<file path="config.mk">
export PLATFORM = sky130hd
export DESIGN_NAME = uart_tx_fifo
export DESIGN_NICKNAME = d
export VERILOG_FILES = /design/src/rtl/uart_tx_fifo.sv
export SDC_FILE = /design/constraint.sdc
export NUM_CORES = 1
export LEC_CHECK = 0
export BUFFER_PORTS_ARGS = -buffer_cell sky130_fd_sc_hd__buf_2
export CORE_ASPECT_RATIO = 1.25
export CORE_MARGIN = 2
export CORE_UTILIZATION = 45
export DETAILED_ROUTE_END_ITERATION = 10
export PLACE_DENSITY = 0.71
export SETUP_SLACK_MARGIN = 0.2
export SYNTH_ARGS = -nofsm -noshare
export SYNTH_HDL_FRONTEND = slang
export SYNTH_SLANG_ARGS = --single-unit
</file>
<file path="constraint.sdc">
create_clock -name clk -period 3.3 [get_ports clk]
set_clock_uncertainty 0.1 [all_clocks]
set_input_delay 0.165 -clock clk [delete_from_list [all_inputs] [get_ports clk]]
set_output_delay 0.165 -clock clk [all_outputs]
set_load 0.005 [all_outputs]
</file>
<file path="src/rtl/uart_tx_fifo.sv">
// uart_tx_fifo: byte FIFO feeding an 8N1 serial transmitter (LSB first).
// Bytes written by the IO stage are queued and serialised on txd at
// CLKS_PER_BIT clocks per bit. Status flags tx_ready/tsre expose FIFO space
// and transmitter idleness for the CPU's serial status register.
`timescale 1ns/1ps
module uart_tx_fifo #(
   parameter int CLKS_PER_BIT = 96,
   parameter int ADDR_W       = 2
) (
   input  logic       clk,
   input  logic       rst,
   input  logic       wr_en,
   input  logic [7:0] wr_data,
   output logic       tx_ready,
   output logic       tsre,
   output logic       overflow,
   output logic       txd
);

   localparam int DEPTH  = 1 << ADDR_W;
   localparam int BAUD_W = (CLKS_PER_BIT > 1) ? $clog2(CLKS_PER_BIT) : 1;

   localparam logic [BAUD_W-1:0] BAUD_LAST = BAUD_W'(CLKS_PER_BIT - 1);
   localparam logic [BAUD_W-1:0] BAUD_ONE  = BAUD_W'(1);
   localparam logic [ADDR_W:0]   FULL_CNT  = (ADDR_W+1)'(DEPTH);
   localparam logic [ADDR_W:0]   CNT_ONE   = (ADDR_W+1)'(1);
   localparam logic [ADDR_W-1:0] PTR_ONE   = ADDR_W'(1);

   typedef enum logic [1:0] {
      IDLE  = 2'd0,
      START = 2'd1,
      DATA  = 2'd2,
      STOP  = 2'd3
   } state_t;

   // FIFO storage and bookkeeping
   logic [7:0]        mem [DEPTH];
   logic [ADDR_W-1:0] wr_ptr_reg;
   logic [ADDR_W-1:0] rd_ptr_reg;
   logic [ADDR_W:0]   count_reg;
   logic [ADDR_W:0]   count_next;
   logic              overflow_reg;

   // transmitter state
   state_t            state_reg;
   state_t            state_next;
   logic [BAUD_W-1:0] baud_reg;
   logic [BAUD_W-1:0] baud_next;
   logic [2:0]        bit_reg;
   logic [2:0]        bit_next;
   logic [2:0]        bit_inc;
   logic [7:0]        sh_reg;
   logic              txd_reg;
   logic              txd_next;
   logic              tsre_reg;

   logic              full;
   logic              wr_acc;
   logic              pop;
   logic              baud_wrap;

   // Fullness is judged from the registered count, so a pop in the same
   // cycle never rescues a write that arrives while full.
   assign full      = (count_reg == FULL_CNT);
   assign tx_ready  = ~full;
   assign wr_acc    = wr_en & ~full;
   assign baud_wrap = (baud_reg == BAUD_LAST);
   assign bit_inc   = bit_reg + 3'd1;

   assign txd      = txd_reg;
   assign tsre     = tsre_reg;
   assign overflow = overflow_reg;

   // Queue storage: written on accepted writes, no reset needed.
   always_ff @(posedge clk) begin
      if (wr_acc) begin
         mem[wr_ptr_reg] <= wr_data;
      end
   end

   // Occupancy after this cycle's accepted write and/or pop.
   always_comb begin
      count_next = count_reg;
      case ({wr_acc, pop})
         2'b10:   count_next = count_reg + CNT_ONE;
         2'b01:   count_next = count_reg - CNT_ONE;
         default: count_next = count_reg;
      endcase
   end

   // FIFO pointers, count and the one-cycle dropped-write pulse.
   always_ff @(posedge clk or posedge rst) begin
      if (rst) begin
         wr_ptr_reg   <= '0;
         rd_ptr_reg   <= '0;
         count_reg    <= '0;
         overflow_reg <= 1'b0;
      end else begin
         if (wr_acc) begin
            wr_ptr_reg <= wr_ptr_reg + PTR_ONE;
         end
         if (pop) begin
            rd_ptr_reg <= rd_ptr_reg + PTR_ONE;
         end
         count_reg    <= count_next;
         overflow_reg <= wr_en & full;
      end
   end

   // Frame sequencer: next state, baud/bit counters, next txd level and pop.
   // txd_next is the level the line takes from the coming edge onward, so the
   // line itself always comes straight from a flop.
   always_comb begin
      state_next = state_reg;
      baud_next  = baud_reg;
      bit_next   = bit_reg;
      txd_next   = txd_reg;
      pop        = 1'b0;
      case (state_reg)
         IDLE: begin
            txd_next = 1'b1;
            if (count_reg != '0) begin
               pop        = 1'b1;
               baud_next  = '0;
               state_next = START;
               txd_next   = 1'b0;
            end
         end
         START: begin
            if (baud_wrap) begin
               baud_next  = '0;
               bit_next   = 3'd0;
               state_next = DATA;
               txd_next   = sh_reg[0];
            end else begin
               baud_next = baud_reg + BAUD_ONE;
            end
         end
         DATA: begin
            if (baud_wrap) begin
               baud_next = '0;
               if (bit_reg == 3'd7) begin
                  state_next = STOP;
                  txd_next   = 1'b1;
               end else begin
                  bit_next = bit_inc;
                  txd_next = sh_reg[bit_inc];
               end
            end else begin
               baud_next = baud_reg + BAUD_ONE;
            end
         end
         STOP: begin
            if (baud_wrap) begin
               baud_next = '0;
               // Chain straight into the next start bit when data is queued.
               if (count_reg != '0) begin
                  pop        = 1'b1;
                  state_next = START;
                  txd_next   = 1'b0;
               end else begin
                  state_next = IDLE;
                  txd_next   = 1'b1;
               end
            end else begin
               baud_next = baud_reg + BAUD_ONE;
            end
         end
         default: begin
            state_next = IDLE;
            baud_next  = '0;
            txd_next   = 1'b1;
         end
      endcase
   end

   // Sequencer registers; tsre is registered from next-state values so it
   // tracks the same edge at which the FSM and FIFO change.
   always_ff @(posedge clk or posedge rst) begin
      if (rst) begin
         state_reg <= IDLE;
         baud_reg  <= '0;
         bit_reg   <= 3'd0;
         sh_reg    <= 8'h00;
         txd_reg   <= 1'b1;
         tsre_reg  <= 1'b1;
      end else begin
         state_reg <= state_next;
         baud_reg  <= baud_next;
         bit_reg   <= bit_next;
         txd_reg   <= txd_next;
         tsre_reg  <= (state_next == IDLE) && (count_next == '0);
         if (pop) begin
            sh_reg <= mem[rd_ptr_reg];
         end
      end
   end

endmodule
</file>
* Yosys cells after proc, flatten, opt, wreduce, memory -nomap -nowiden
Memory sizes are Yosys's and may differ from the RTL's. A register that Yosys moved wholly into a read port is not among the register bits.
Cells that the tools add are included.
** Cells by class
- Shift-type cells :: 0
- Divide/modulo/power cells :: 0
- Bitwise operators :: 3
- Reduce and logical (&&, ||, !) cells :: 9
- $lt $le $gt $ge :: 1
- Add/subtract/negate cells :: 6
- Muxes and demuxes :: 28
- Equal/unequal tests :: 13
- $mul :: 0
** Operator list (count)
- $mux W7 :: 2
- $pmux W7 S2 :: 1
- $pmux W3 S2 :: 2
- $mux W1 :: 11
- $mux W2 :: 5
- $ne A2 B2 Y1 const B :: 5
- $mux W3 :: 3
- $pmux W2 S4 :: 1
- $add A7 B1 Y7 const B :: 1
- $eq A7 B7 Y1 const B :: 1
- $add A3 B1 Y3 const B :: 2
- $eq A2 B2 Y1 const B :: 3
- $eq A3 B3 Y1 const B :: 2
- $add A2 B1 Y2 const B :: 2
- $eq A2 B1 Y1 const B :: 2
- $logic_not A2 Y1 :: 2
- $lt A3 B4 Y1 const B :: 1
- $pmux W1 S4 :: 1
- $reduce_and A4 Y1 :: 1
- $bmux W1 S3 :: 1
- $logic_not A3 Y1 :: 1
- $reduce_and A3 Y1 :: 1
- $reduce_bool A3 Y1 :: 1
- $reduce_or A3 Y1 :: 1
- 6 further kinds :: 7
** Word-level totals
- Input port bits :: 11
- Output and inout port bits :: 4
- RAM bits :: 32
- Memory bits (read-only) :: 0
- Latch bits :: 0
- Bits in registers :: 22
- Memories kept :: 1
** Memory list
- mem :: words 4, bits a word 8, read ports 1, clocked after Yosys merged registers in 1, wr ports 1, RTL line 37 : logic [7:0] mem [DEPTH];

* Longest topological paths before layout
Gate-level depths: netlist of the first run.
- Depth in word-level cells :: 8
- Depth in mapped cells :: 12
- Depth with buffers taken out :: 11

* Least setup slack after synthesis of the first run
Ideal clock, no wire load.
- Path kind :: register -> register
- Start point :: register baud_reg[0]
- End point :: register tsre_reg, in the netlist tsre
- Library setup time :: 101 ps
- Slack :: 523 ps
- Data arrival time :: 2576 ps
- Cell stages (with the launch flop) :: 13
- Buffers on the path :: 1
- Required time :: 3099 ps
- Path through :: dfrtp_1 > ha_1 > and4_1 > buf_4 > a31oi_2 > nor3_4 > ha_1 > inv_1 > fa_1 > xor2_1 > nor2_1 > xor2_1 > nor4b_1
** On the way
- Word-level cells in the longest chain between the ends :: 7
** Ends and longest elaborated chain
- start: declaration :: RTL line 47 : logic [BAUD_W-1:0] baud_reg;
- start signal: assignment :: RTL line 189 : baud_reg <= baud_next;
- $eq A7 B7 Y1 (*) :: RTL line 67 : assign baud_wrap = (baud_reg == BAUD_LAST);
- $mux W1 (*) :: RTL line 154 : if (baud_wrap) begin
- $pmux W1 S2 (*) :: RTL line 119 : case (state_reg)
- named net pop :: RTL line 59 : logic pop;
- $eq A2 B1 Y1 or $eq A2 B2 Y1 (tied branches) :: RTL line 84 : case ({wr_acc, pop})
- $pmux W3 S2 (*) :: RTL line 84
- named net count_next[2] :: RTL line 41 : logic [ADDR_W:0] count_next;
- $logic_not A3 Y1 (*) :: RTL line 192 : tsre_reg <= (state_next == IDLE) && (count_next == '0);
- $logic_and A1 B1 Y1 (*) :: RTL line 192
- end signal: assignment :: RTL line 192
- end: declaration :: RTL line 55 : logic tsre_reg;
The timed path passes the listed nets; every way through them passes the cells marked *.
A chain may end at the register's enable or synchronous reset.

* Worst setup path in the final report of the first run
Ends and elaborated chain as after synthesis.

==> results of run 1 <==
critical path: cells and delay by family (launching register included):
kind | cells | cell delay (ns)
compound gates | 1 | 0.18
fa+ha+maj | 3 | 0.81
simple gates | 4 | 0.90
flops | 1 | 0.37
buf+inv | 1 | 0.06
xor+xnor | 2 | 0.29
placed cells by master, fill, tap and decap left out, types with 3 or more instances in the layout:
cell type,Yosys,final
nand3_1,6,6
a22o_1,5,5
mux2i_1,3,3
dlygate4sd3_1,0,8
buf_2,0,14
mux4_2,9,9
edfxtp_1,32,32
ha_1,13,13
mux2_2,10,10
clkbuf_8,0,9
and3_1,6,6
inv_1,9,9
nor2_1,12,12
xor2_1,5,5
o21ai_0,12,12
nand2_1,9,9
nor3_1,3,3
dfrtp_1,28,28
final cells by class:
class / count / area (sq um) / area share (%)
Sequential cell: 62 / 1710 / 52.1
Tap cell: 85 / 106 / 3.23
Timing Repair Buffer: 23 / 158 / 4.79
Multi-Input combinational cell: 123 / 1070 / 32.4
Inverter: 9 / 33.8 / 1.03
Clock buffer: 9 / 124 / 3.76
Clock inverter: 7 / 88.8 / 2.70
final timing paths:
| check | startpoint | end | slack [ns] | cells past startpoint |
|---|---|---|---|---|
| max in group asynchronous | rst | bit_reg[2] | 2.44 | 2 |
| hold / removal | rst | wr_ptr_reg[1] | -0.008 | 2 |
| setup reg to reg | baud_reg[0] | tsre | 0.50 | 11 |
| setup / recovery | baud_reg[0] | tsre | 0.50 | 11 |
| hold reg to reg | sh_reg[7] | sh_reg[7] | 0.41 | 1 |
| min in group clk | wr_en | overflow | 0.04 | 2 |
layer usage:
| metal | track usage [%] | vias to the layer above | part of all wire [%] |
|---|---|---|---|
| met5 | 0 | - | 0 |
| met4 | 6.25 | 0 | 1.4 |
| met3 | 6.20 | 8 | 3.8 |
| met2 | 25.5 | 28 | 51 |
| met1 | 19.9 | 816 | 44 |
| li1 | - | 810 | - |
cells by family after synthesis:
| kind of cell | after synthesis | share of synthesized area [%] |
|---|---|---|
| and+or+nand+nor | 51 | 9.73 |
| AOI/OAI and AO/OA | 29 | 7.09 |
| xor gates and xnor gates | 7 | 2.16 |
| buffers and inverters | 15 | 2.11 |
| muxes | 22 | 12.2 |
| DFF | 62 | 60.3 |
| adders and majority gates | 14 | 6.43 |
what timing repair did:
action	in CTS	in global routing
endpoints found under the setup margin	0	0
hold endpoints to repair	32	0
hold buffers	8	0
buffers inserted	0	0
stage by stage:
step	area, sq um	util, %	hold WS, ns	std cells	worst slack [ns]
2_1_floorplan	2840	-	0.154	200	0.523
3_3_place_gp	3000	49.0	0.277	294	0.553
3_5_place_dp	3000	49.0	0.281	294	0.500
4_1_cts	3290	53.7	0.0174	318	0.484
5_1_grt	3290	53.7	0.0284	318	0.300
6_report	3290	53.7	-0.00818	318	0.501
report_power, final:
| group | internal (W) | switching (W) |
|---|---|---|
| registers | 0.000939 | 0.0000571 |
| logic | 0.000111 | 0.000151 |
| clock network | 0.000419 | 0.000292 |
| total | 0.00147 | 0.000500 |
==> flow_summary_export.csv, run 1 <==
group,metric,value,unit
timing,fin_tns_setup,0,ns
detailed_routing,dr.pass1.iters,6,
power_and_ir_drop,power,0.00197,W
layout,drive_above_1_share,22.7,%
detailed_routing,drt-initial-drc-count,93,
global_route,grt_start_max_net_pins,31,
floorplan,die_area,6970,sq um
global_route,grt_pass1_wl,8.09,mm
timing,period_needed,2.80,ns
global_route,grt_usage,16.2,%
synth,avgSynthCellArea,14.2,sq um
synth,synth_seq_cells,62,
hold_path,hold_class,"input port to async pin",
synth,synth_ff_type,"edfxtp_1",
synth,synthDistinctLibCells,42,
global_route,antenna_found_initial,0,
timing,finalSetupViolCount,0,
run_status,status,"finished, violations left",
synth,async_flop_share,48.4,%
clock_network,post_cts_resized,0,
clock_network,cts.clk_slew.worst_paths,0.07,ns
clock_network,numCtsBuffers,9,
global_route,grt-ovfl-total,0,
timing,rsz0062_at_grt,"false",
place,place_congestion,0.786,
floorplan,design.core.area,6130,sq um
detailed_routing,ant_nets,0,
clock_network,clock_sinks,62,
timing,timing.fmax,357,MHz
detailed_routing,drc,0,
job,maxCapViolations,0,
critical_path,required,3.45,ns
clock_network,clock_latency,0.34,ns
timing,timing.slew.headroom,26.1,%
power_and_ir_drop,p_leak,1.29,nW
layout,insertedDiodeCount,0,
timing,fin_crit_sh,84.8,%
layout,nFillCells,492,
place,port_buffers,14,
clock_network,htree_levels,3,
critical_path,path_cells,"ha_1 -> and4_1 -> a31oi_2 -> nor3_4 -> ha_1 -> inv_1 -> fa_1 -> xor2_1 -> nor2_1 -> xor2_1 -> nor4b_1",
synth,synth_nets,225,
layout,area_delta_synth_final,15.9,%
timing,worstMarginPinSlew,1.11,ns
critical_path,crit_fanout,9,
synth,yosysMostFrequentCell,"edfxtp_1",
power_and_ir_drop,ir_drop,0.358,mV
timing,slew_viol_final,0,
detailed_routing,routedWlPerCell,15.2,um
floorplan,ios,15,
critical_path,critPathLaunchType,"flop",
clock_network,clock-root-buffer,"clkbuf_8",
detailed_routing,routed_wl,4.82,mm
floorplan,die_x,75.1,um
place,dp_hpwl,3.35,mm
critical_path,end_kind,"flop",
critical_path,cp_slowest_cell,"and4_1",
timing,final_hold_viol_count,10,
synth,synth-edff-count,32,
synth,ys_seq_area_share,60.3,%
timing,hold_ws,-0.00818,ns
global_route,grt_pass1_vias,1708,
run_status,failed_checks,"negative hold slack",
synth,syn-instance-count,200,
layout,finalNetCount,253,
detailed_routing,vias_per_cell,5.23,
layout,largest_reg_flops,32,
synth,yosysTopAreaCell,"edfxtp_1",
critical_path,cp.arrival,2.95,ns
floorplan,rows,32,
synth,syn_area,2840,sq um
floorplan,initial_core_util,46.4,%
critical_path,path_class,"flop to flop",
synth,synth_area_leaders,"edfxtp_1 34%, dfrtp_1 25%, mux4_2 7.1%, ha_1 5.7%, mux2_2 4.0%",
critical_path,worst_path_largest_cell_delay,0.40,ns
synth,synth.top_cell.area_share,33.8,%
clock_network,cts_buffer_depth,2,
power_and_ir_drop,p_per_area,598,nW/um^2
synth,synth_common_cells,"32 x edfxtp_1, 28 x dfrtp_1, 13 x ha_1",
synth,yosysWarnings,0,
detailed_routing,via_count,1662,
clock_network,cts_tree,"yes",
floorplan,fp.dieH,92.8,um
Power figures use the tool's default switching activity.
==> run 2, diff against run 1 <==
ABC_AREA = 1   (was not set)
clock period = 2.7 ns   (was 3.3 ns; I/O delays follow)
==> run 2 against run 1 <==
Wire length grew 8.7%; critical path depth grew 5; sequential power rose by 19%; total power rose by 27%; the flow now finishes without violations; utilization grew 3.1 points; area after synthesis grew 1.9%; largest power group unchanged; clock-buffer cell count unchanged; sequential share of layout area is 3.4 points lower.
==> flow_summary_export.csv, run 2 <==
group,metric,value,unit
clock_network,clock-root-buffer,"clkbuf_8",
layout,nFillCells,527,
global_route,grt_start_max_net_pins,29,
synth,synth_nets,311,
clock_network,cts.clk_slew.worst_paths,0.08,ns
global_route,antenna_found_initial,0,
layout,post-route-cell-area,3520,sq um
run_status,status,"finished clean",
layout,layout_commonest_cell,"nand2_1",
clock_network,clock_sinks,62,
critical_path,timing.critical_path.mode_cell,"nand2_1",
floorplan,initial_core_util,46.7,%
detailed_routing,vias_per_cell,4.94,
timing,finalSetupViolCount,0,
clock_network,clock_latency,0.34,ns
power_and_ir_drop,ir_drop,0.609,mV
place,place_ws,0.0476,ns
detailed_routing,dr.pass1.iters,4,
floorplan,die_x,75.8,um
synth,syn_area,2900,sq um
synth,synth_common_cells,"63 x nand2_1, 39 x nor2_1, 32 x edfxtp_1",
clock_network,cts_tree,"yes",
detailed_routing,ant_nets,0,
detailed_routing,drc,0,
detailed_routing,routed_wl,5.24,mm
synth,synth_ff_type,"edfxtp_1",
synth,yosysTopAreaCell,"edfxtp_1",
layout,finalNetCount,353,
detailed_routing,via_count,2066,
critical_path,cp_slowest_cell,"fa_2",
floorplan,fp.dieH,93.7,um
critical_path,crit_family,"adder cells",
detailed_routing,routedWlPerCell,12.5,um
synth,ys_seq_area_share,59.2,%
floorplan,rows,32,
synth,synth_seq_cells,62,
global_route,grt_pass1_wl,8.85,mm
layout,seq_area,1710,sq um
clock_network,htree_levels,3,
clock_network,cts_buffer_depth,2,
critical_path,path_buf_inv,3,
synth,async_flop_share,48.4,%
critical_path,end_kind,"flop",
layout,drive_above_1_share,19.8,%
synth,synth.top_cell.area_share,33.2,%
place,place_congestion,0.849,
critical_path,critPathLaunchType,"flop",
timing,rsz0062_at_grt,"true",
power_and_ir_drop,p_leak,1.54,nW
critical_path,worst_path_largest_cell_delay,0.51,ns
critical_path,cp.arrival,2.58,ns
critical_path,required,2.88,ns
layout,multi_input_area,1070,sq um
floorplan,design.core.area,6210,sq um
timing,timing.slew.headroom,65.9,%
job,maxCapViolations,0,
global_route,grt-ovfl-total,0,
layout,insertedDiodeCount,0,
synth,yosysWarnings,0,
critical_path,path_cells,"ha_4 -> nand3_4 -> nor2_4 -> inv_2 -> nand2_4 -> nand2_4 -> clkinv_2 -> ha_4 -> inv_2 -> fa_2 -> nand2_1 -> o21ai_1 -> nand2_1 -> nor2_1 -> nand2_1 -> nor2_1",
timing,period_needed,2.40,ns
synth,synthDistinctLibCells,33,
synth,synth_area_leaders,"edfxtp_1 33%, dfrtp_1 24%, nand2_1 8.2%, ha_1 5.6%, nor2_1 5.1%",
place,port_buffers,14,
place,place_area,3090,sq um
critical_path,crit_fanout,4,
floorplan,ios,15,
synth,synth-edff-count,32,
critical_path,path_class,"flop to flop",
synth,avgSynthCellArea,10.1,sq um
synth,syn-instance-count,286,
timing,final_hold_viol_count,0,
layout,area_delta_synth_final,21.7,%
layout,layout_common_cells,"61 x nand2_1, 39 x nor2_1, 32 x edfxtp_1",
hold_path,hold_class,"input port to async pin",
timing,slew_viol_final,0,
timing,fin_tns_setup,0,ns
timing,fin_crit_sh,89.0,%
timing,worst_slack,0.298,ns
global_route,grt_usage,16.8,%
floorplan,die_area,7100,sq um
timing,worstMarginPinSlew,0.512,ns
timing,timing.fmax,416,MHz
layout,largest_reg_flops,32,
synth,yosysMostFrequentCell,"nand2_1",
power_and_ir_drop,p_per_area,709,nW/um^2
detailed_routing,drt-initial-drc-count,43,
clock_network,numCtsBuffers,9,
place,dp_hpwl,3.43,mm
global_route,grt_pass1_vias,2028,
critical_path,r2r_setup_slack,0.30,ns
-- run 2: logic make-up after synthesis --
| group | Yosys count | synth area share [%] |
|---|---|---|
| AO/OA/AOI/OAI | 35 | 7.73 |
| XOR/XNOR | 7 | 2.12 |
| adder cells (fa/ha/maj) | 14 | 6.31 |
| AND/OR/NAND/NOR | 125 | 18.6 |
| buffers and inverters | 43 | 6.05 |
| flip-flops | 62 | 59.2 |
-- run 2: final cells by class --
class                      count  area share, %
clock inverter                 7           2.91
clock buffer                   9           3.51
tap                           85           3.02
timing repair buffer          38           7.81
multi-input combinational    181           30.2
inverter                      36           3.87
sequential                    62           48.6
-- run 2: repair_timing --
item                                   CTS  global route
endpoints found under the hold margin   61             0
buffers inserted                         2             4
setup endpoints to repair                1             2
gates resized for setup                  3            11
pin swaps                                3             5
hold buffers                            10             0
-- run 2: layer usage --
layer / global-route usage, % / up-vias / wire length [um] / part of all wire, %
li1: - / 1035 / - / -
met1: 20.3 / 992 / 2280 / 44
met2: 27.0 / 30 / 2690 / 51
met3: 5.15 / 9 / 158 / 3.0
met4: 7.89 / 0 / 104 / 2.0
met5: 0 / - / 0 / 0
-- run 2: worst paths after layout --
kind                        startpoint             to  cells past startpoint
setup / recovery           baud_reg[0]           tsre                     16
hold / removal                     rst  wr_ptr_reg[1]                      3
setup reg to reg           baud_reg[0]           tsre                     16
hold reg to reg                    txd            txd                      2
max in group asynchronous          rst           tsre                      4
min in group clk                   txd            txd                      2
-- run 2: stage by stage --
stage               instances  utilization, %  total power [W]  hold slack [ns]
floorplan                 286               -          0.00144            0.124
global placement          386            49.9          0.00155           -0.107
detailed placement        386            49.9          0.00157          -0.0927
CTS                       414            55.4          0.00251           0.0902
global route              418            56.8          0.00263           0.0973
finish                    418            56.8          0.00250           0.0940
-- run 2: where the power goes --
part	total, W	internal [W]	switching, W
clock	0.000925	0.000530	0.000395
sequential	0.00119	0.00114	0.0000505
combinational	0.000380	0.000142	0.000238
-- run 2: worst register-to-register path, delay by kind of cell (launching register included) --
| kind | cells | cell delay, ns |
|---|---|---|
| buffers and inverters | 3 | 0.17 |
| AND/OR/NAND/NOR | 9 | 0.72 |
| AO/OA/AOI/OAI | 1 | 0.10 |
| adder cells (fa/ha/maj) | 3 | 0.82 |
| flip-flops | 1 | 0.42 |
